**config.mk**
```make
export PLATFORM = sky130hd
export DESIGN_NAME = keypad_hex_entry
export DESIGN_NICKNAME = d
export VERILOG_FILES = /design/src/rtl/keypad_hex_entry.sv
export SDC_FILE = /design/constraint.sdc
export NUM_CORES = 1
export LEC_CHECK = 0
export ABC_AREA = 1
export CAP_MARGIN = 15
export CORE_AREA = 2 2 77 79
export CTS_CLUSTER_DIAMETER = 80
export DETAILED_ROUTE_END_ITERATION = 10
export DIE_AREA = 0 0 79 81
export HOLD_SLACK_MARGIN = 0.08
export PLACE_DENSITY = 0.78
export SLEW_MARGIN = 20
export SYNTH_ARGS = -nofsm -noshare
export SYNTH_HDL_FRONTEND = slang
export SYNTH_SLANG_ARGS = --single-unit
export TNS_END_PERCENT = 20
```
**constraint.sdc**
```tcl
create_clock -name clk -period 3.9 [get_ports clk]
set_input_delay 0.975 -clock clk [delete_from_list [all_inputs] [get_ports clk]]
set_output_delay 0.975 -clock clk [all_outputs]
set_load 0.02 [all_outputs]
```
**src/rtl/keypad_hex_entry.sv**
```systemverilog
// keypad_hex_entry: scans a 4x4 active-low matrix keypad, debounces presses
// and releases on a slow scan tick, and shifts each accepted hex key code into
// a 16-bit entry value that feeds the 4-digit hex display.
//
// Handshake: key_valid is a one-cycle strobe with no ready/back-pressure. It is
// high only in the ACCEPT cycle. key_code, hexs, key_count and pressed take
// their new values on the clock edge that ends that cycle.
module keypad_hex_entry #(
    parameter int SCAN_DIV     = 4096,
    parameter int DEBOUNCE_CNT = 4
) (
    input  logic        clk,
    input  logic        rst,
    input  logic        clr,
    input  logic [3:0]  col_in,
    output logic [3:0]  row_out,
    output logic [3:0]  key_code,
    output logic        key_valid,
    output logic [15:0] hexs,
    output logic [2:0]  key_count,
    output logic        pressed
);

    localparam int TW = $clog2(SCAN_DIV);
    localparam int DW = $clog2(DEBOUNCE_CNT + 1);
    localparam logic [TW-1:0] TICK_LAST = TW'(SCAN_DIV - 1);
    localparam logic [DW-1:0] DB_DONE   = DW'(DEBOUNCE_CNT);

    typedef enum logic [1:0] {
        SCAN     = 2'd0,
        DEBOUNCE = 2'd1,
        ACCEPT   = 2'd2,
        RELEASE  = 2'd3
    } state_t;

    state_t          state_q,     state_d;
    logic [3:0]      col_meta_q,  col_meta_d;
    logic [3:0]      col_s_q,     col_s_d;
    logic [TW-1:0]   tick_cnt_q,  tick_cnt_d;
    logic [1:0]      row_idx_q,   row_idx_d;
    logic [3:0]      pat_q,       pat_d;
    logic [DW-1:0]   db_cnt_q,    db_cnt_d;
    logic [3:0]      key_code_q,  key_code_d;
    logic            key_valid_q, key_valid_d;
    logic [15:0]     hexs_q,      hexs_d;
    logic [2:0]      key_count_q, key_count_d;
    logic            pressed_q,   pressed_d;

    logic            tick;
    logic            col_one_low;
    logic [1:0]      col_idx;
    logic [3:0]      code;
    logic [DW-1:0]   db_next;

    // Scan tick decode, single-key pattern check, column index of the latched pattern.
    always_comb begin
        tick        = (tick_cnt_q == TICK_LAST);
        col_one_low = ($countones(~col_s_q) == 1);
        col_idx     = 2'd0;
        for (int i = 0; i < 4; i++) begin
            if (!pat_q[i]) begin
                col_idx = 2'(i);
            end
        end
        code    = {row_idx_q, col_idx};
        db_next = db_cnt_q + DW'(1);
    end

    // Next-state logic for the synchronizer, tick divider, scan FSM and entry value.
    always_comb begin
        state_d     = state_q;
        col_meta_d  = col_in;
        col_s_d     = col_meta_q;
        tick_cnt_d  = tick ? '0 : tick_cnt_q + TW'(1);
        row_idx_d   = row_idx_q;
        pat_d       = pat_q;
        db_cnt_d    = db_cnt_q;
        key_code_d  = key_code_q;
        key_valid_d = 1'b0;
        hexs_d      = hexs_q;
        key_count_d = key_count_q;
        pressed_d   = pressed_q;

        unique case (state_q)
            SCAN: begin
                if (tick) begin
                    if (col_one_low) begin
                        // Row is held so the latched column maps onto this row.
                        pat_d    = col_s_q;
                        db_cnt_d = DW'(1);
                        if (DEBOUNCE_CNT == 1) begin
                            state_d     = ACCEPT;
                            key_valid_d = 1'b1;
                        end else begin
                            state_d = DEBOUNCE;
                        end
                    end else begin
                        // All-high and multi-key patterns both move to the next row.
                        row_idx_d = row_idx_q + 2'd1;
                    end
                end
            end
            DEBOUNCE: begin
                if (tick) begin
                    if (col_s_q == pat_q) begin
                        db_cnt_d = db_next;
                        if (db_next == DB_DONE) begin
                            state_d     = ACCEPT;
                            key_valid_d = 1'b1;
                        end
                    end else begin
                        state_d   = SCAN;
                        row_idx_d = row_idx_q + 2'd1;
                    end
                end
            end
            ACCEPT: begin
                key_code_d  = code;
                hexs_d      = {hexs_q[11:0], code};
                key_count_d = (key_count_q == 3'd4) ? 3'd4 : key_count_q + 3'd1;
                pressed_d   = 1'b1;
                db_cnt_d    = '0;
                state_d     = RELEASE;
            end
            RELEASE: begin
                // Any low column (held key or a second key) restarts the release count.
                if (tick) begin
                    if (col_s_q == 4'hF) begin
                        if (db_next == DB_DONE) begin
                            db_cnt_d  = '0;
                            pressed_d = 1'b0;
                            row_idx_d = row_idx_q + 2'd1;
                            state_d   = SCAN;
                        end else begin
                            db_cnt_d = db_next;
                        end
                    end else begin
                        db_cnt_d = '0;
                    end
                end
            end
            default: begin
                state_d = SCAN;
            end
        endcase

        // Clearing the entry takes priority over a key landing in the same cycle.
        if (clr) begin
            hexs_d      = '0;
            key_count_d = '0;
        end
    end

    // All state registers with synchronous reset.
    always_ff @(posedge clk) begin
        if (rst) begin
            state_q     <= SCAN;
            col_meta_q  <= 4'hF;
            col_s_q     <= 4'hF;
            tick_cnt_q  <= '0;
            row_idx_q   <= 2'd0;
            pat_q       <= 4'hF;
            db_cnt_q    <= '0;
            key_code_q  <= 4'h0;
            key_valid_q <= 1'b0;
            hexs_q      <= 16'h0000;
            key_count_q <= 3'd0;
            pressed_q   <= 1'b0;
        end else begin
            state_q     <= state_d;
            col_meta_q  <= col_meta_d;
            col_s_q     <= col_s_d;
            tick_cnt_q  <= tick_cnt_d;
            row_idx_q   <= row_idx_d;
            pat_q       <= pat_d;
            db_cnt_q    <= db_cnt_d;
            key_code_q  <= key_code_d;
            key_valid_q <= key_valid_d;
            hexs_q      <= hexs_d;
            key_count_q <= key_count_d;
            pressed_q   <= pressed_d;
        end
    end

    // Row drive is a one-cold decode of the registered row index.
    assign row_out   = ~(4'b0001 << row_idx_q);
    assign key_code  = key_code_q;
    assign key_valid = key_valid_q;
    assign hexs      = hexs_q;
    assign key_count = key_count_q;
    assign pressed   = pressed_q;

endmodule

```
### Word-level counts from Yosys, hierarchy flattened

Cells that the tools add are included.

| operators by class | value |
|---|---|
| add/subtract/negate cells | 7 |
| equal/unequal tests | 19 |
| shift operators | 1 |
| multiplexer cells | 34 |
| bitwise operators | 5 |
| reductions and logical operators | 11 |

Operator list:

| cell | number |
|---|---|
| $mux 2 | 17 |
| $mux 3 | 8 |
| $ne 2x2->1 const B | 9 |
| $add 12x1->12 const B | 1 |
| $eq 12x12->1 const B | 1 |
| $pmux 3 s4 | 1 |
| $not 4->4 | 2 |
| $pmux 2 s4 | 1 |
| $reduce_and 8->1 | 1 |
| $reduce_and 7->1 | 1 |
| $add 3x1->3 const B | 2 |
| $eq 3x3->1 const B | 2 |
| $pmux 2 s3 | 1 |
| $mux 1 | 5 |
| $reduce_and 5->1 | 1 |
| $add 1x1->2 | 2 |
| $eq 2x2->1 const B | 2 |
| $eq 4x4->1 | 1 |
| $eq 4x4->1 const B | 1 |
| $reduce_and 4->1 | 1 |
| $reduce_or 2->1 | 2 |
| $reduce_or 4->1 | 1 |
| $shl 1x2->4 const A | 1 |
| $add 2x2->3 | 1 |
| 10 further kinds | 12 |

| storage, ports and cells | value |
|---|---|
| bits in registers | 56 |
| input port bits | 7 |
| output and inout port bits | 29 |
| word-level logic and storage cells | 89 |

### Depth between registers and ports, before layout

| depth | value |
|---|---|
| depth in word-level cells | 7 |
| gate-level depth with buffers | 12 |
| depth with buffers taken out | 12 |

### Worst setup path after synthesis

Ideal clock, no wire load.

| timing | value |
|---|---|
| kind | register -> register |
| start | reg col_s_q[0] |
| end | reg pat_q[0] |
| setup time | 128 ps |
| data arrival time | 1980 ps |
| data required time | 3772 ps |
| path slack | 1792 ps |
| stages on the path, launching flop included | 10 |
| cell sequence | dfxtp_1 -> fa_1 -> inv_1 -> ha_1 -> ha_1 -> nand3b_1 -> nor2_1 -> nand4_1 -> nand2_1 -> o211ai_1 |

| between the ends | value |
|---|---|
| word-level cells in the longest chain between the ends | 5 |

RTL lines:

| what | RTL line | text |
|---|---|---|
| start, declared | 38 | `logic [3:0] col_s_q, col_s_d;` |
| start signal, assigned | 172 | `col_s_q <= col_s_d;` |
| $not 4->4 | 58 | `col_one_low = ($countones(~col_s_q) == 1);` |
| $add 1x1->2 (not written as such) | 58 |  |
| $add 2x2->3 (not written as such) | 58 |  |
| $eq 3x1->1 | 58 |  |
| $reduce_and 3->1 (no line) | - |  |
| end signal, assigned | 175 | `pat_q <= pat_d;` |
| end, declared | 41 | `logic [3:0] pat_q, pat_d;` |

Several ways; a longest one is shown, not always the timed one.
A chain may end at the register's enable or synchronous reset.

### Final worst setup path

| timing | value |
|---|---|
| start | reg row_idx_q[0] |
| end | out row_out[2] |

| between the ends | value |
|---|---|
| word-level cells in the longest chain between the ends | 2 |

RTL lines:

| what | RTL line | text |
|---|---|---|
| start, declared | 40 | `logic [1:0] row_idx_q, row_idx_d;` |
| start signal, assigned | 174 | `row_idx_q <= row_idx_d;` |
| $shl 1x2->4 | 186 | `assign row_out = ~(4'b0001 << row_idx_q);` |
| $not 4->4 | 186 |  |
| end, declared | 16 | `output logic [3:0] row_out,` |

No other way between the ends.

==> metrics.yaml <==
die:
  rows: 28
  die_h_um: 81
  io_pins: 36
  die-area_sq_um: 6400
  die_x_um: 79
  core_sq_um: 5680
  start_util_pct: 42.9
drt:
  num_vias: 2003
  drtAntennaViolNets: 0
  drt-wirelength-per-cell_um: 10.4
  routed_wl_um: 4380
  drtPass1Iterations: 4
  via_per_inst: 4.76
  drt_iter0_markers: 65
  route.detailed.drc: 0
global_routing:
  grt.overflow.total: 0
  track_usage_pct: 14.6
  grt_max_degree: 24
  top_usage_layer: "met2"
  antenna_found_initial: 0
  grt_pass1_vias: 1785
  met2_usage_pct: 26.1
  grt_util_met3_pct: 3.67
  grt_first_pass_wirelength_um: 7480
  gr-usage-met1_pct: 16.4
setup_path:
  rrSetupSlack_ns: 1.57
  crit_chain: "inv_1 -> ha_1 -> inv_1 -> clkdlybuf4s50_1"
  cp-startpoint: "row_idx_q[0]"
  cp_common_cell: "inv_1"
  reg2reg_from: "col_s_q[0]"
  cp_slowest_cell: "clkdlybuf4s50_1"
  crit_path_start_kind: "flop"
  rr_worst_depth: 8
  cpLargestDelayFamily: "buffers and inverters"
  end_kind: "primary output"
  worstPathMaxFanout: 4
  r2r-end: "pat_q[3]"
  arrival_ns: 1.65
  worstPathRequired_ns: 2.92
  cp.buffers_inverters: 3
  critPathMaxStageDelay_ns: 0.58
  crit_type: "reg2out"
power_and_ir_drop:
  power.total_mw: 0.947
  p_per_area_nw_per_um2: 319
  p_leak_nw: 1.28
  peakVddDrop_uv: 155
  pwr-share-seq_pct: 61.4
  power_frac_comb_pct: 4.2
  internal-power_mw: 0.727
  swShare_pct: 23.2
  power_switching_mw: 0.220
  pwr-share-clk_pct: 34.3
synth:
  yosys-top-cells-area: "dfxtp_1 46%, nand2_1 8.9%, nor2_1 6.9%, ha_1 6.2%, inv_1 4.9%"
  yosys_register_bits: 56
  ys_types: 35
  synth_ff_type: "dfxtp_1"
  yosysTopAreaCellShare_pct: 46.0
  yosys_warnings: 0
  avgSynthCellArea_sq_um: 7.91
  syn_nets: 328
  netlist_instances: 308
  synth_top_area_cell: "dfxtp_1"
  synth_edf_count: 0
  seq_area_frac_synth_pct: 46.0
  async_flop_share_pct: 0
  netlist_area_sq_um: 2440
cells_and_area:
  layout-drive-gt1-share_pct: 10.1
  stdcell_area_sq_um: 2970
  antenna_cells: 0
  nFillCells: 536
  area_growth_pct: 21.7
  nets: 365
  fin_cells: 421
  postLayoutCoreUtil_pct: 52.2
  mostFrequentLayoutCells: "58 x nand2_1, 56 x dfxtp_1, 45 x nor2_1"
  mostFrequentLayoutCell: "nand2_1"
sta:
  slew_headroom_pct: 71.1
  setup_viol: 0
  fin_skew_ns: 0.00876
  max_freq_mhz: 381
  worst_pin_slew_ns: 0.432
  hold_viol_final: 0
  finalMaxSlewViolations: 0
  fin_crit_ns: 2.62
  rsz0062_at_grt: "no"
  fin_setup_tns_ns: 0
  setup_ws_ns: 1.28
  min_period_over_period_pct: 67.2
  hold_ws_ns: 0.417
clocking:
  numCtsBuffers: 5
  h-tree-depth: 2
  cts_tree: "done"
  ctsResizeCount: 0
  clock_latency_ns: 0.32
  cts-hold-fix-buffers: 0
  cts.sinks: 56
  cts.clk_slew.worst_paths_ns: 0.10
  clockRootBuffer: "clkbuf_8"
  cts_setup_buffers: 0
  clockBufferDepth: 2
place:
  gp_congestion: 0.779
  dp.cells: 413
  place_hpwl_um: 3270
  place_area_sq_um: 2870
  io_buffers: 35
  dp_slack_ns: 1.19
min_path:
  hp-class: "reg2reg"
  min_path_cells: 1
  hold_start: "col_meta_q[0]"
  hold_end: "col_s_q[0]"
run_status:
  run_status: "complete, no violations"
run:
  max_cap_violations: 0
==> power by group through the flow <==
stage | Clock [mW] | Combinational, mW | Sequential (mW)
CTS | 0.339 | 0.0410 | 0.582
global placement | 0 | 0.0396 | 0.595
floorplan | 0 | 0.0273 | 0.594
global route | 0.358 | 0.0469 | 0.583
detailed placement | 0 | 0.0409 | 0.595
finish | 0.325 | 0.0402 | 0.582
==> worst max-delay path by stage <==
stage               slack (ns)  depth (start not counted)            end
floorplan                 1.79                          9       pat_q[0]
global placement          1.24                          4  tick_cnt_q[8]
detailed placement        1.19                          4  tick_cnt_q[8]
CTS                       1.25                          4     row_out[2]
global route              1.21                          4     row_out[2]
finish                    1.28                          4     row_out[2]
==> worst reg2reg max path, delay by kind of cell, from the launching register on <==
kind            cells  cell delay (ns)
fa+ha+maj           3             0.97
simple gates        3             0.62
flops               1             0.36
compound gates      1             0.27
buf+inv             1             0.04
==> cell usage after synthesis (2+ instances only) <==
library cell  count
a211oi_1          3
a21oi_1          21
buf_2             2
clkbuf_1          6
dfxtp_1          56
ha_1             12
inv_1            32
inv_2             2
nand2_1          58
nand3_1           5
nand3b_1          2
nand4_1           4
nor2_1           45
nor2_2            3
nor3_1            3
o211ai_1          4
o21ai_0          19
or2_2            10
xnor2_1           3
xor2_1            3
==> flip-flops by register name, indices dropped and copies added, names as in the netlist, 2 cells and up, named ones only <==
name and cells:
col_meta_q 4, col_s_q 4, db_cnt_q 3, hexs 16, key_code 4, key_count 3
pat_q 4, row_idx_q 2, tick_cnt_q 12
==> per-layer routing <==
metal / share of wire [%] / wire length [um]
met4: 1.8 / 80
met2: 48 / 2100
met3: 4.3 / 188
met5: 0 / 0
met1: 46 / 2010
==> cell type report <==
| class | count | area, sq um | area share [%] |
|---|---|---|---|
| Multi-Input combinational cell | 208 | 1150 | 38.6 |
| Inverter | 36 | 136 | 4.60 |
| Tap cell | 75 | 93.8 | 3.16 |
| Timing Repair Buffer | 38 | 373 | 12.6 |
| Clock buffer | 5 | 68.8 | 2.32 |
| Clock inverter | 3 | 26.3 | 0.886 |
| Sequential cell | 56 | 1120 | 37.8 |
==> kinds of logic (layout without fill, tap and decap cells) <==
family / after synthesis / in the layout / share of synthesized area [%]
compound gates: 50 / 50 / 11.8
fa+ha+maj: 13 / 13 / 6.98
buf+inv: 44 / 82 / 6.93
flops: 56 / 56 / 46.0
xor+xnor: 6 / 6 / 2.16
simple gates: 139 / 139 / 26.1
(Power assumes the default switching activity.)
